==> src/rtl/ewrapper_link_tx_arbiter.sv <==
// ewrapper_link_tx_arbiter
// Slow-clock transmit scheduler for the elink serializer. Arbitrates the
// write, read-request and read-response emesh requesters. Each accepted
// 104-bit transaction becomes two 72-bit beats: 8 byte lanes plus a frame lane.
module ewrapper_link_tx_arbiter #(
  parameter int RR_EN            = 1,
  parameter int WAIT_SYNC_STAGES = 2
) (
  input  logic         CLK_IN,
  input  logic         RESET_N,
  input  logic [2:0]   REQ_ACCESS,
  input  logic [311:0] REQ_PACKET,
  output logic [2:0]   REQ_WAIT,
  input  logic         TX_WAIT_IN,
  output logic [71:0]  TX_DATA_OUT,
  output logic         TX_BUSY,
  output logic [2:0]   GRANT_OUT
);

  typedef enum logic [1:0] {
    IDLE  = 2'd0,
    BEAT0 = 2'd1,
    BEAT1 = 2'd2
  } state_t;

  state_t                      state;
  state_t                      state_next;
  logic [WAIT_SYNC_STAGES-1:0] wait_sync;
  logic                        wait_s;
  logic                        slot_open;
  logic                        accept;
  logic [1:0]                  last_grant;
  logic [1:0]                  first_idx;
  logic [2:0]                  grant;
  logic [103:1]                sel_packet;
  logic [103:1]                packet_p0;
  logic [71:0]                 data_p1;
  logic [2:0]                  grant_p1;
  logic                        busy_p1;

  // Bit 0 of every packet is reserved and never transmitted.
  logic unused_rsvd;
  assign unused_rsvd = ^{REQ_PACKET[0], REQ_PACKET[104], REQ_PACKET[208]};

  // First beat: control byte, pad, DSTADDR MSB first, upper DATA bytes.
  function automatic logic [71:0] beat0_of(input logic [103:1] pkt);
    logic [7:0] b0;
    b0 = {pkt[7:4], pkt[3:2], pkt[1], 1'b1};
    return {8'h7F, pkt[63:56], pkt[71:64], pkt[15:8], pkt[23:16],
            pkt[31:24], pkt[39:32], 8'h00, b0};
  endfunction

  // Second beat: lower DATA bytes, SRCADDR MSB first, two pad bytes.
  function automatic logic [71:0] beat1_of(input logic [103:1] pkt);
    return {8'hFF, 8'h00, 8'h00, pkt[79:72], pkt[87:80], pkt[95:88],
            pkt[103:96], pkt[47:40], pkt[55:48]};
  endfunction

  // One-hot grant of the first requesting index in the order first, first+1, ...
  function automatic logic [2:0] pick(input logic [2:0] req, input logic [1:0] first);
    logic [2:0] g;
    g = 3'b000;
    case (first)
      2'd1: begin
        if (req[1])      g = 3'b010;
        else if (req[2]) g = 3'b100;
        else if (req[0]) g = 3'b001;
      end
      2'd2: begin
        if (req[2])      g = 3'b100;
        else if (req[0]) g = 3'b001;
        else if (req[1]) g = 3'b010;
      end
      default: begin
        if (req[0])      g = 3'b001;
        else if (req[1]) g = 3'b010;
        else if (req[2]) g = 3'b100;
      end
    endcase
    return g;
  endfunction

  assign wait_s      = wait_sync[WAIT_SYNC_STAGES-1];
  assign slot_open   = ((state == IDLE) || (state == BEAT1)) && !wait_s;
  assign accept      = slot_open && (|REQ_ACCESS);
  assign REQ_WAIT    = ~({3{slot_open}} & grant);
  assign TX_DATA_OUT = data_p1;
  assign GRANT_OUT   = grant_p1;
  assign TX_BUSY     = busy_p1;

  // Synchronize remote busy; reset to 1 so nothing is sent until a 0 propagates.
  always_ff @(posedge CLK_IN or negedge RESET_N) begin
    if (!RESET_N) wait_sync <= '1;
    else          wait_sync <= {wait_sync[WAIT_SYNC_STAGES-2:0], TX_WAIT_IN};
  end

  // Search start: one past the last winner in round-robin, else index 0.
  always_comb begin
    first_idx = 2'd0;
    if (RR_EN != 0) begin
      case (last_grant)
        2'd0:    first_idx = 2'd1;
        2'd1:    first_idx = 2'd2;
        default: first_idx = 2'd0;
      endcase
    end
    grant = pick(REQ_ACCESS, first_idx);
  end

  // Route the winning requester's packet to the capture path.
  always_comb begin
    sel_packet = REQ_PACKET[103:1];
    if (grant[1]) sel_packet = REQ_PACKET[207:105];
    if (grant[2]) sel_packet = REQ_PACKET[311:209];
  end

  // Remember the last winner; reset to 2 so requester 0 is served first.
  always_ff @(posedge CLK_IN or negedge RESET_N) begin
    if (!RESET_N)    last_grant <= 2'd2;
    else if (accept) last_grant <= grant[2] ? 2'd2 : (grant[1] ? 2'd1 : 2'd0);
  end

  // FSM state register.
  always_ff @(posedge CLK_IN or negedge RESET_N) begin
    if (!RESET_N) state <= IDLE;
    else          state <= state_next;
  end

  // FSM next state: a beat0 always completes; BEAT1 can chain straight into BEAT0.
  always_comb begin
    state_next = state;
    case (state)
      IDLE:    if (accept) state_next = BEAT0;
      BEAT0:   state_next = BEAT1;
      BEAT1:   state_next = accept ? BEAT0 : IDLE;
      default: state_next = IDLE;
    endcase
  end

  // Stage p0: hold the accepted packet so the requester is free to move on.
  always_ff @(posedge CLK_IN) begin
    if (accept) packet_p0 <= sel_packet;
  end

  // Stage p1: registered serializer word, grant and busy flag.
  always_ff @(posedge CLK_IN or negedge RESET_N) begin
    if (!RESET_N) begin
      data_p1  <= '0;
      grant_p1 <= '0;
      busy_p1  <= 1'b0;
    end else if (accept) begin
      data_p1  <= beat0_of(sel_packet);
      grant_p1 <= grant;
      busy_p1  <= 1'b1;
    end else if (state == BEAT0) begin
      data_p1  <= beat1_of(packet_p0);
      busy_p1  <= 1'b1;
    end else begin
      data_p1  <= '0;
      grant_p1 <= '0;
      busy_p1  <= 1'b0;
    end
  end

endmodule

==> config.mk <==
export PLATFORM = sky130hd
export DESIGN_NAME = ewrapper_link_tx_arbiter
export DESIGN_NICKNAME = d
export VERILOG_FILES = /design/src/rtl/ewrapper_link_tx_arbiter.sv
export SDC_FILE = /design/constraint.sdc
export NUM_CORES = 1
export LEC_CHECK = 0
export CAP_MARGIN = 20
export CORE_AREA = 2 2 155 157
export CTS_CLUSTER_DIAMETER = 60
export CTS_CLUSTER_SIZE = 40
export DETAILED_ROUTE_END_ITERATION = 10
export DIE_AREA = 0 0 157 159
export GPL_TIMING_DRIVEN = 0
export PLACE_DENSITY = 0.66
export SYNTH_ARGS = -nofsm -noshare
export SYNTH_HDL_FRONTEND = slang
export SYNTH_SLANG_ARGS = --single-unit
==> constraint.sdc <==
create_clock -name CLK_IN -period 3.9 [get_ports CLK_IN]
set_input_delay 0.78 -clock CLK_IN [delete_from_list [all_inputs] [get_ports CLK_IN]]
set_output_delay 0.78 -clock CLK_IN [all_outputs]
set_load 0.03 [all_outputs]
==> summary by stage, run 1 <==
STA
Setup repair after global routing left no endpoint under its margin. The final critical-path share of the clock period is 93.7%. The post-route clock skew is ~0.0093 ns. The total count of hold-check failures in the final report came to 0. Setup violations remaining at the end of the flow were counted as 0. The number of max-slew violations in the final report came to 0. For the pin with the worst max-slew slack, the measured transition is ~0.87 ns.

Headroom to the max-slew limit came out at around 40%. The top achievable clock speed is around 0.27 GHz. For the finished layout, the period the worst path requires is approximately 3.7 ns. The worst hold margin is about 0.3 ns.

Global route
The residual overflow from global routing is 0. Entering global routing, the biggest net connects 58 pins. The via count of the first global-routing pass is about 7000.

The first global-routing pass estimated between 40000 and 50000 µm of wire. The initial antenna violation count is 1. Global routing used approximately 23% of the available tracks across all layers.

Clocking
Clock-pin slew was measured on the worst setup and hold paths at 0.06 ns. The total clock buffers created by CTS is 17. The number of H-tree branching levels is 4. After clock tree synthesis, the flow added hold-fix buffers numbering 0.

The maximum clock path buffer count is 2. The TritonCTS clock tree is done. The insertion delay of the later-clocked pin in the worst-skew pair is 0.42 ns. CTS placed an instance of sky130_fd_sc_hd__clkbuf_16 at the clock tree root. Counting every sink on the clock net gives about 120.

Min path
The path class of the lowest-slack min-delay path is input port to asynchronous set/reset pin.

Placed design
Buffers placed on the I/O ports in this run total between 300 and 400. The routability-driven placement congestion ratio is approximately 0.9. The detailed-placement wirelength estimate is about 23000 µm.

Layout
Leaving out fill and tap cells, the most frequent cell in the layout is sky130_fd_sc_hd__clkdlybuf4s50_1. The layout-stage area growth over the synthesis result is 76.3%. After filler insertion, the fill cell instance count of the layout stands at 2199. For this run, the share of the core covered by cells in the final layout is 49.3%.

The area of the multi-input gates is between 0.002 and 0.003 mm². The number of nets in the final layout is 1498. Registers take ~0.0033 mm². The library cells used most frequently in the layout, excluding fill and tap cells, are sky130_fd_sc_hd__clkdlybuf4s50_1 (388), sky130_fd_sc_hd__nand2_1 (213), sky130_fd_sc_hd__nor2_1 (90). In the final layout, the share of cells above drive strength 1 is about 6.9%.

The final antenna diode count is 0.

Yosys
The largest family of logic cells by synthesized area is compound AO/OA/AOI/OAI gates. After synthesis, the netlist uses 27 different library cells. The count of mapped cells out of synthesis is 769. Of the total synthesized cell area, the portion taken by XOR and XNOR cells is 0%. Summing every instance area after synthesis gives roughly 0.0065 mm². After Yosys synthesis, and, or, nand and nor cells account for 19.5% of the synthesized area.

The number of synthesis warnings is 0. The share of the yosys chip area belonging to registers is 51.2%. The number of enable flip-flop cells after synthesis is 48. Counting every net in the synthesized netlist gives 1087. The average cell area after synthesis is 8.43 µm². The portion of synthesized area spent on multiplexers is 0%. The fraction of synthesis flops using an asynchronous set or reset pin is 61.0%. The most used flip-flop cell after synthesis is sky130_fd_sc_hd__dfrtp_1. Summing the areas of all compound-gate instances in the mapped netlist gives 22.8% of the synthesized area.

The number of storage elements in the synthesis netlist is 123. The share of synthesized cell area in full adder, half adder and majority cells is 0%.

Routing
The total via count after detailed routing is between 7000 and 8000. The vias per cell is roughly 4.9. For this run, the detailed router's first-pass iteration total came to 5. The post-route DRC violation count is 0. The final routed wire length divided by cell count is approximately 20 µm.

The first routing iteration left 497 violations. The detail route stage leaves a number of antenna-violating nets equal to 0. The final layout contains routed wiring with a total length of approximately 30000 µm.

Power and ir drop
The total leakage power is between 4 and 5 nW. Summing internal, switching and leakage power gives a little under 5 mW. IR analysis of the VDD net gives a maximum drop of ~0.00025 V. Power spread over the standard cell area amounts to approximately 430 mW/mm².

Critical path
The critical path launch point type is an input port. The arrival time of data at the critical path endpoint is about 2.9 ns. For the worst setup path, the data required time is 3.12 ns. The source of the worst register-to-register timing path is state[0]$_DFFE_PN0P_. Of all nets on the critical path, the largest fanout is 10. Tracing the worst setup path back leads to its startpoint at REQ_ACCESS[2]. The worst setup path is captured at a primary output. The category of the most critical setup path is input port to primary output.

Die
The die is 157 µm wide. In this run the standard cell core region covers between 0.02 and 0.025 mm². The y dimension of the die is around 160 µm.

The initial core utilization is around 28%. The number of ports placed on the die boundary is roughly 400. The die area is 0.0250 mm². The initialized floorplan defines 56 standard-cell rows.

Run status
The flow ran to the end, and the final reports show no timing, DRC or antenna violations.

Flow run
Across the run, the number of max-cap violations was 0.
sequential cells by signal, indices dropped and copies added (netlist names):
signal / flops
GRANT_OUT: 3
wait_sync: 2
last_grant: 2
state: 2
TX_DATA_OUT: 66
packet_p0: 48
per-stage QoR:
step / cells / setup WS, ns / cell area, µm² / setup TNS (ns)
final: 1512 / 0.246 / 11400 / 0
after CTS: 1512 / 0.232 / 11400 / 0
after global placement: 1479 / -1.36 / 10800 / -135.35
after detailed placement: 1480 / -0.0696 / 10800 / -0.0696
after floorplan: 769 / 0.733 / 6480 / 0
after global routing: 1512 / 0.113 / 11400 / 0
worst max-delay path, cell delays in order:
cell                              delay (ns)
sky130_fd_sc_hd__clkdlybuf4s50_1        0.65
sky130_fd_sc_hd__nand2b_1               0.23
sky130_fd_sc_hd__a21o_1                 0.24
sky130_fd_sc_hd__buf_4                  0.19
sky130_fd_sc_hd__buf_2                  0.22
sky130_fd_sc_hd__nand2_1                0.14
sky130_fd_sc_hd__dlygate4sd2_1          0.43
cell usage after synthesis (3+ instances only):
| library cell | count | area share (%) |
|---|---|---|
| sky130_fd_sc_hd__a2111oi_0 | 39 | 5.3 |
| sky130_fd_sc_hd__a21oi_1 | 39 | 3.0 |
| sky130_fd_sc_hd__a31oi_1 | 64 | 6.2 |
| sky130_fd_sc_hd__and2_1 | 8 | 0.77 |
| sky130_fd_sc_hd__buf_2 | 18 | 1.4 |
| sky130_fd_sc_hd__buf_4 | 15 | 1.7 |
| sky130_fd_sc_hd__buf_6 | 6 | 1.0 |
| sky130_fd_sc_hd__clkbuf_1 | 37 | 2.1 |
| sky130_fd_sc_hd__dfrtp_1 | 72 | 28 |
| sky130_fd_sc_hd__dfstp_2 | 3 | 1.2 |
| sky130_fd_sc_hd__edfxtp_1 | 48 | 22 |
| sky130_fd_sc_hd__nand2_1 | 213 | 12 |
| sky130_fd_sc_hd__nand2b_1 | 3 | 0.29 |
| sky130_fd_sc_hd__nor2_1 | 90 | 5.2 |
| sky130_fd_sc_hd__nor2b_1 | 3 | 0.29 |
| sky130_fd_sc_hd__o21ai_0 | 81 | 6.3 |
| sky130_fd_sc_hd__o21ai_1 | 16 | 1.2 |
report_power, final:
part	internal [mW]	switching [mW]	leakage, nW
clock	0.982	0.638	0.280
sequential	1.55	0.0508	1.42
combinational	0.738	0.984	2.76
total	3.27	1.67	4.46
layer usage:
layer | wire length (µm) | track usage [%]
met4 | 752 | 7.76
met5 | 13 | 0
met3 | 2430 | 5.91
met1 | 11900 | 27.5
met2 | 15000 | 40.5
final timing paths:
path	end	slack (ns)	cells past startpoint
worst min register to register	wait_sync[1]$_DFF_PN1_	0.36	0
worst max-delay path	REQ_WAIT[1]	0.25	7
worst min-delay path	TX_DATA_OUT[26]$_DFF_PN0_	0.30	1
max in group asynchronous	last_grant[1]$_DFFE_PN1N_	2.92	2
worst max register to register	TX_DATA_OUT[60]$_DFF_PN0_	1.44	5
min in group CLK_IN	wait_sync[1]$_DFF_PN1_	0.36	0
what timing repair did:
action | in CTS | in global routing
buffers inserted | 0 | 0
setup endpoints to repair | 1 | 0
resized for setup | 3 | 0
area by class of cell:
class	count	share of cell area, %
Clock buffer	20	4.00
Tap cell	319	3.49
Sequential cell	123	29.1
Clock inverter	12	1.21
Timing Repair Buffer	392	34.4
Multi-Input combinational cell	567	24.1
Buffer	77	3.66
Inverter	2	0.0657
cell families (layout without fill, tap and decap cells):
| logic type | count (synthesis) | in the layout |
|---|---|---|
| AOI/OAI and AO/OA | 245 | 245 |
| buffers and inverters | 79 | 503 |
| DFF | 123 | 123 |
| and+or+nand+nor | 322 | 322 |
Note: power is estimated with default switching activity, not from simulation.
==> run 2: changes to the inputs <==
--- a/config.mk
+++ b/config.mk
@@ -16,3 +16,4 @@
 export SYNTH_ARGS = -nofsm -noshare
 export SYNTH_HDL_FRONTEND = slang
 export SYNTH_SLANG_ARGS = --single-unit
+export TNS_END_PERCENT = 100
==> results of run 2 <==
Final layout, timing and power as in run 1 (identical DEF).
